--- config.mk ---
export PLATFORM = sky130hd
export DESIGN_NAME = dbg_ctrl
export DESIGN_NICKNAME = d
export VERILOG_FILES = /design/src/rtl/dbg_pkg.sv /design/src/rtl/dbg_bp_cmp.sv /design/src/rtl/dbg_ctrl.sv
export SDC_FILE = /design/constraint.sdc
export NUM_CORES = 1
export LEC_CHECK = 0
export CAP_MARGIN = 20
export CORE_MARGIN = 5
export CORE_UTILIZATION = 35
export CTS_BUF_LIST = sky130_fd_sc_hd__clkbuf_2 sky130_fd_sc_hd__clkbuf_4 sky130_fd_sc_hd__clkbuf_8
export CTS_CLUSTER_DIAMETER = 30
export DETAILED_ROUTE_END_ITERATION = 10
export GPL_TIMING_DRIVEN = 0
export SLEW_MARGIN = 0
export SYNTH_ARGS = -nofsm -noshare
export SYNTH_HDL_FRONTEND = slang
export SYNTH_SLANG_ARGS = --single-unit
--- constraint.sdc ---
create_clock -name clk -period 2 [get_ports clk]
set_input_delay 0.3 -clock clk [delete_from_list [all_inputs] [get_ports clk]]
set_output_delay 0.3 -clock clk [all_outputs]
set_load 0.005 [all_outputs]
--- src/rtl/dbg_pkg.sv ---
// Shared definitions for the debug-bus master: opcodes, sequencer
// states and DUMP argument field helpers.
package dbg_pkg;

    localparam logic [2:0] OP_RD_CYC = 3'd0;
    localparam logic [2:0] OP_RUN    = 3'd1;
    localparam logic [2:0] OP_STEP   = 3'd2;
    localparam logic [2:0] OP_HALT   = 3'd3;
    localparam logic [2:0] OP_READ   = 3'd4;
    localparam logic [2:0] OP_SET_BP = 3'd5;
    localparam logic [2:0] OP_CLR_BP = 3'd6;
    localparam logic [2:0] OP_DUMP   = 3'd7;

    typedef enum logic [2:0] {
        ST_IDLE,
        ST_RUN,
        ST_STEP,
        ST_RD_WAIT,
        ST_RSP
    } state_t;

    function automatic logic [15:0] dump_base(input logic [31:0] arg);
        return arg[15:0];
    endfunction

    function automatic logic [15:0] dump_count(input logic [31:0] arg);
        return arg[31:16];
    endfunction

endpackage

--- src/rtl/dbg_bp_cmp.sv ---
// Single PC breakpoint: address register, valid flag and comparator.
// Ports: clk, rst, set_bp/clr_bp strobes, bp_arg (new address),
// pc (write-back PC), bp_hit (valid && pc matches).
module dbg_bp_cmp #(
    parameter logic [31:0] BP_RESET_VAL = 32'h0
) (
    input  logic        clk,
    input  logic        rst,
    input  logic        set_bp,
    input  logic        clr_bp,
    input  logic [31:0] bp_arg,
    input  logic [31:0] pc,
    output logic        bp_hit
);

    logic        bp_valid;
    logic [31:0] bp_addr;

    always_ff @(posedge clk) begin
        if (rst) begin
            bp_valid <= 1'b0;
            bp_addr  <= BP_RESET_VAL;
        end else if (set_bp) begin
            bp_valid <= 1'b1;
            bp_addr  <= bp_arg;
        end else if (clr_bp) begin
            bp_valid <= 1'b0;
        end
    end

    assign bp_hit = bp_valid && (pc == bp_addr);

endmodule

--- src/rtl/dbg_ctrl.sv ---
// Debug-bus master: gates CPU execution (run/step/halt/breakpoint) and
// serves reads and address dumps from the debug read-out mux.
// Ports: clk, rst; cmd_valid/cmd_ready/cmd_op/cmd_arg command stream;
// rsp_valid/rsp_ready/rsp_data response stream; chk_addr/chk_data/chk_pc
// read-out mux side; cpu_en clock-enable; halted status.
// Optional: define DBG_CYCLE_CNT_EN for the RD_CYC cycle counter.
module dbg_ctrl #(
    parameter int unsigned READ_LAT     = 1,
    parameter logic [31:0] BP_RESET_VAL = 32'h0
) (
    input  logic        clk,
    input  logic        rst,
    input  logic        cmd_valid,
    output logic        cmd_ready,
    input  logic [2:0]  cmd_op,
    input  logic [31:0] cmd_arg,
    output logic        rsp_valid,
    input  logic        rsp_ready,
    output logic [31:0] rsp_data,
    output logic [15:0] chk_addr,
    input  logic [31:0] chk_data,
    input  logic [31:0] chk_pc,
    output logic        cpu_en,
    output logic        halted
);

    import dbg_pkg::*;

    localparam logic [2:0] LAT_MAX = 3'(READ_LAT);

    state_t      state_q, state_d;
    logic [15:0] chk_addr_q, chk_addr_d;
    logic [15:0] remain_q, remain_d;
    logic [2:0]  lat_q, lat_d;
    logic        rsp_valid_q, rsp_valid_d;
    logic [31:0] rsp_data_q, rsp_data_d;

    logic        accept;
    logic        bp_hit;
    logic        set_bp;
    logic        clr_bp;
    logic [31:0] cyc_val;

    // Ready is masked during reset so nothing is accepted on that edge.
    assign cmd_ready = !rst &&
                       (state_q == ST_IDLE || state_q == ST_RUN);
    assign accept    = cmd_valid && cmd_ready;
    assign set_bp    = accept && (cmd_op == OP_SET_BP);
    assign clr_bp    = accept && (cmd_op == OP_CLR_BP);

    // Hit gates cpu_en in the same cycle so the matching instruction
    // stays in WB; a step ignores the breakpoint to move off it.
    assign cpu_en = (state_q == ST_STEP) ||
                    (state_q == ST_RUN && !bp_hit);
    assign halted = (state_q != ST_RUN);

    assign rsp_valid = rsp_valid_q;
    assign rsp_data  = rsp_data_q;
    assign chk_addr  = chk_addr_q;

    dbg_bp_cmp #(
        .BP_RESET_VAL(BP_RESET_VAL)
    ) u_bp (
        .clk    (clk),
        .rst    (rst),
        .set_bp (set_bp),
        .clr_bp (clr_bp),
        .bp_arg (cmd_arg),
        .pc     (chk_pc),
        .bp_hit (bp_hit)
    );

`ifdef DBG_CYCLE_CNT_EN
    logic [31:0] cyc_q;
    logic        run_start;

    assign run_start = accept && (state_q == ST_IDLE) &&
                       (cmd_op == OP_RUN);

    always_ff @(posedge clk) begin
        if (rst || run_start) begin
            cyc_q <= '0;
        end else if (cpu_en) begin
            cyc_q <= cyc_q + 32'd1;
        end
    end

    assign cyc_val = cyc_q;
`else
    assign cyc_val = '0;
`endif

    always_comb begin
        state_d     = state_q;
        chk_addr_d  = chk_addr_q;
        remain_d    = remain_q;
        lat_d       = lat_q;
        rsp_valid_d = rsp_valid_q;
        rsp_data_d  = rsp_data_q;
        unique case (state_q)
            ST_IDLE: begin
                if (cmd_valid) begin
                    unique case (cmd_op)
                        OP_RUN:  state_d = ST_RUN;
                        OP_STEP: state_d = ST_STEP;
                        OP_READ: begin
                            chk_addr_d = cmd_arg[15:0];
                            remain_d   = 16'd1;
                            lat_d      = '0;
                            state_d    = ST_RD_WAIT;
                        end
                        OP_DUMP: begin
                            chk_addr_d = dump_base(cmd_arg);
                            remain_d   = dump_count(cmd_arg);
                            lat_d      = '0;
                            if (dump_count(cmd_arg) != '0) begin
                                state_d = ST_RD_WAIT;
                            end
                        end
                        OP_RD_CYC: begin
                            rsp_data_d  = cyc_val;
                            rsp_valid_d = 1'b1;
                            remain_d    = 16'd1;
                            state_d     = ST_RSP;
                        end
                        default: ;
                    endcase
                end
            end
            ST_RUN: begin
                if (bp_hit || (cmd_valid && cmd_op == OP_HALT)) begin
                    state_d = ST_IDLE;
                end
            end
            ST_STEP: begin
                state_d = ST_IDLE;
            end
            ST_RD_WAIT: begin
                if (lat_q == LAT_MAX) begin
                    rsp_data_d  = chk_data;
                    rsp_valid_d = 1'b1;
                    state_d     = ST_RSP;
                end else begin
                    lat_d = lat_q + 3'd1;
                end
            end
            ST_RSP: begin
                if (rsp_ready) begin
                    rsp_valid_d = 1'b0;
                    remain_d    = remain_q - 16'd1;
                    if (remain_q != 16'd1) begin
                        chk_addr_d = chk_addr_q + 16'd1;
                        lat_d      = '0;
                        state_d    = ST_RD_WAIT;
                    end else begin
                        state_d = ST_IDLE;
                    end
                end
            end
            default: state_d = ST_IDLE;
        endcase
    end

    always_ff @(posedge clk) begin
        if (rst) begin
            state_q     <= ST_IDLE;
            chk_addr_q  <= '0;
            remain_q    <= '0;
            lat_q       <= '0;
            rsp_valid_q <= 1'b0;
            rsp_data_q  <= '0;
        end else begin
            state_q     <= state_d;
            chk_addr_q  <= chk_addr_d;
            remain_q    <= remain_d;
            lat_q       <= lat_d;
            rsp_valid_q <= rsp_valid_d;
            rsp_data_q  <= rsp_data_d;
        end
    end

endmodule

==> metrics.csv <==
stage;metric;value;unit
run_status;status;complete, but fails checks;
run_status;violations;setup timing;
hold_path;hp-start;rst;
placement;dp_cells;939;
floorplanning;die_w;132.3;µm
clock_tree;path_clk_slew;0.11;ns
timing;fin_ws;-0.2273;ns
hold_path;hold_path.class;input port to flop;
hold_path;hold_path_depth;2;
critical_path;r2r_slack;0.02;ns
timing;min_period_over_period;1.114;
layout;fillers;1314;
route;vias_per_cell;5.550;
power_and_ir_drop;power.density;652.3;nW/µm²
grt;grt_max_degree;19;
route;drc_errors;0;
clock_tree;clk_latency;0.39;ns
synthesis;yosys.area.top_type;dfxtp_1;
placement;pre_cts_ws;-0.8081;ns
synthesis;netlist_area;5238;µm²
timing;relSlewSlack;0.4530;
floorplanning;rows;44;
synthesis;synthArstFlopShare;0;
synthesis;synth_area_leaders;dfxtp_1, nor2_1, mux2i_1, xor2_1, a22oi_1;
clock_tree;htree_levels;3;
route;drt_wl_total;18770;µm
timing;setup-violations-final;1;
synthesis;syn_area_per_cell;8.686;µm²
synthesis;synth_cells;603;
timing;slew_violations;0;
critical_path;cp_max_fo;2;
floorplanning;die_area;17510;µm²
timing;hold_slack;0.2602;ns
layout;drive_above_1_share;0.1808;
synthesis;synth.most_common_cell;dfxtp_1;
critical_path;cp.arrival;1.93;ns
placement;hpwlAfterDp;13970;µm
synthesis;synth_top_flop_cell;dfxtp_1;
placement;io_buffers;152;
critical_path;r2r_cells;9;
synthesis;syn-num-nets;711;
critical_path;crit_type;flop to output port;
grt;gr-total-overflow;0;
flow_run;maxCapViolCount;0;
grt;grt_pass1_vias;5422;
timing;min_period;2.227;ns
floorplanning;die_h;132.3;µm
critical_path;startpoint_type;flop;
placement;gp_congestion;0.8731;
hold_path;holdPathEnd;lat_q[1]$_SDFFE_PP0P_;
layout;instances_no_fill;965;
timing;finalClockSkew;0.01769;ns
synthesis;ys_warn_count;0;
grt;antenna_found_initial;1;
grt;grtUsageTotal;0.2030;
layout;nets;883;
route;vias;5356;
synthesis;ys_ff_latch;104;
floorplanning;core_area;14590;µm²
route;first_pass_iters;5;
timing;worst_pin_slew;0.8175;ns
clock_tree;cts_buffer_depth;2;
route;wire_per_inst;19.45;µm
grt;grt_pass1_wl;28810;µm
power_and_ir_drop;finalPower;5.039;mW
synthesis;yosys-top-cells-count;dfxtp_1, nor2_1, nand2_1;
route;drtIter0Drc;455;
floorplanning;start_util;0.3590;
timing;rsz0062_at_grt;true;
timing;clock.fmax;449.0;MHz
power_and_ir_drop;leakage;2.748;nW
synthesis;synth_seq_area_share;0.3975;
synthesis;synth_cell_types;65;
layout;area_delta_synth_final;47.49;%
critical_path;endpoint_kind;output port;
clock_tree;numCtsBuffers;9;
clock_tree;cts.sinks;104;
floorplanning;ios;155;
clock_tree;root_buffer;clkbuf_8;
clock_tree;cts_tree;yes;
synthesis;synth_top_area_frac;0.3975;
power_and_ir_drop;ir_worst_vdd;0.4191;mV
critical_path;cp_data_required_time;1.70;ns
critical_path;r2r_start;lat_q[1]$_SDFFE_PP0P_;
route;ant_nets;0;
critical_path;r2r_end;rsp_data[29]$_SDFFE_PP0P_;
layout;final_core_utilization;0.5295;
synthesis;synth_edf_count;0;
timing;hold_viol;0;
==> power by group <==
group / leakage [nW] / internal (mW) / switching [mW]
combinational: 1.80 / 0.711 / 0.740
clock: 0.0988 / 0.505 / 0.788
sequential: 0.847 / 2.16 / 0.134
total: 2.75 / 3.38 / 1.66
==> cell type report <==
class                   instances  area, µm²  share of cell area
multi-input cells             451       3202              0.4145
inverters                       7      26.28            0.003401
flip-flops and latches        104       2105              0.2724
clock inverters                 6      51.30            0.006641
clock buffers                  10      137.6             0.01782
well taps                     184      230.2             0.02980
repair buffers                161       1649              0.2135
plain buffers                  41      321.6             0.04163
diodes                          1      2.502           0.0003239
==> cell families (layout without fill, tap and decap cells) <==
kind of cell / after synthesis / in the layout / share of synthesized area
AO/OA/AOI/OAI: 149 / 149 / 0.2047
XOR/XNOR: 35 / 35 / 0.05853
adder cells (fa/ha/maj): 5 / 5 / 0.01194
buffers and inverters: 49 / 225 / 0.04969
flip-flops: 104 / 104 / 0.3975
multiplexers: 34 / 34 / 0.06498
other: 0 / 1 / 0
AND/OR/NAND/NOR: 227 / 228 / 0.2126
==> metal layers <==
layer,track usage,up-vias,share of wire
li1,-,2524,-
met1,0.2523,2565,0.41
met2,0.3360,220,0.49
met3,0.05076,47,0.066
met4,0.08145,0,0.032
met5,0,-,0
==> flip-flops by register name, summed over array words and instances (netlist names) <==
| name | cells |
|---|---|
| lat_q | 3 |
| state_q | 3 |
| u_bp.bp_addr | 32 |
| rsp_valid | 1 |
| remain_q | 16 |
| rsp_data | 32 |
| u_bp.bp_valid | 1 |
| chk_addr | 16 |
==> metrics by stage <==
step / area, µm² / setup TNS [ns]
after CTS: 7302 / -0.2366
after floorplan: 5238 / 0
after detailed placement: 6989 / -33.23
after global placement: 6989 / -30.61
after global routing: 7725 / -1.189
final: 7725 / -0.2273
==> critical path: stages, from the launching register on <==
cell and delay (ns):
dfxtp_2 0.34, xor2_1 0.17, nor4_2 0.36, nand4_1 0.22, nor3_4 0.23, o2bb2ai_1 0.08
buf_2 0.13
==> worst max-delay path by stage <==
| stage | start | end | slack (ns) | depth (start not counted) |
|---|---|---|---|---|
| finish | u_bp.bp_addr[3]$_SDFFE_PP0P_ | cpu_en | -0.23 | 6 |
| global route | u_bp.bp_addr[27]$_SDFFE_PP0P_ | cpu_en | -0.30 | 6 |
| CTS | u_bp.bp_addr[3]$_SDFFE_PP0P_ | cpu_en | -0.24 | 6 |
| detailed placement | chk_pc[12] | cpu_en | -0.81 | 7 |
| global placement | chk_pc[15] | cpu_en | -0.83 | 7 |
| floorplan | lat_q[0]$_SDFFE_PP0P_ | rsp_data[24]$_SDFFE_PP0P_ | 0.14 | 9 |
==> placed cells by master, fill, tap and decap left out, types with 3 or more instances in the layout <==
cell type / instances
a211oi_2: 9
a21oi_1: 30
a21oi_2: 3
a22oi_1: 9
a22oi_2: 29
a31oi_1: 6
and3_1: 5
buf_2: 5
buf_4: 6
buf_8: 7
clkbuf_1: 15
clkbuf_16: 4
clkbuf_2: 8
clkbuf_8: 12
clkdlybuf4s50_1: 147
clkinv_4: 3
dfxtp_1: 94
dfxtp_2: 6
dfxtp_4: 4
ha_1: 3
inv_1: 6
mux2i_1: 33
nand2_1: 41
nand3_1: 21
nand4_1: 5
nor2_1: 90
nor2_4: 3
nor3_1: 14
nor3_4: 3
nor3b_4: 3
nor4_1: 9
nor4_2: 3
o21ai_0: 29
o22ai_1: 4
or3_1: 4
xor2_1: 33
==> timing repair <==
item	4_1_cts	5_1_grt
cloned	0	5
pin swaps	7	46
hold buffers	0	0
buffers inserted	3	2
gates resized for setup	43	84
endpoints found under the setup margin	92	93
No activity file was read; power rests on OpenSTA's default activity.
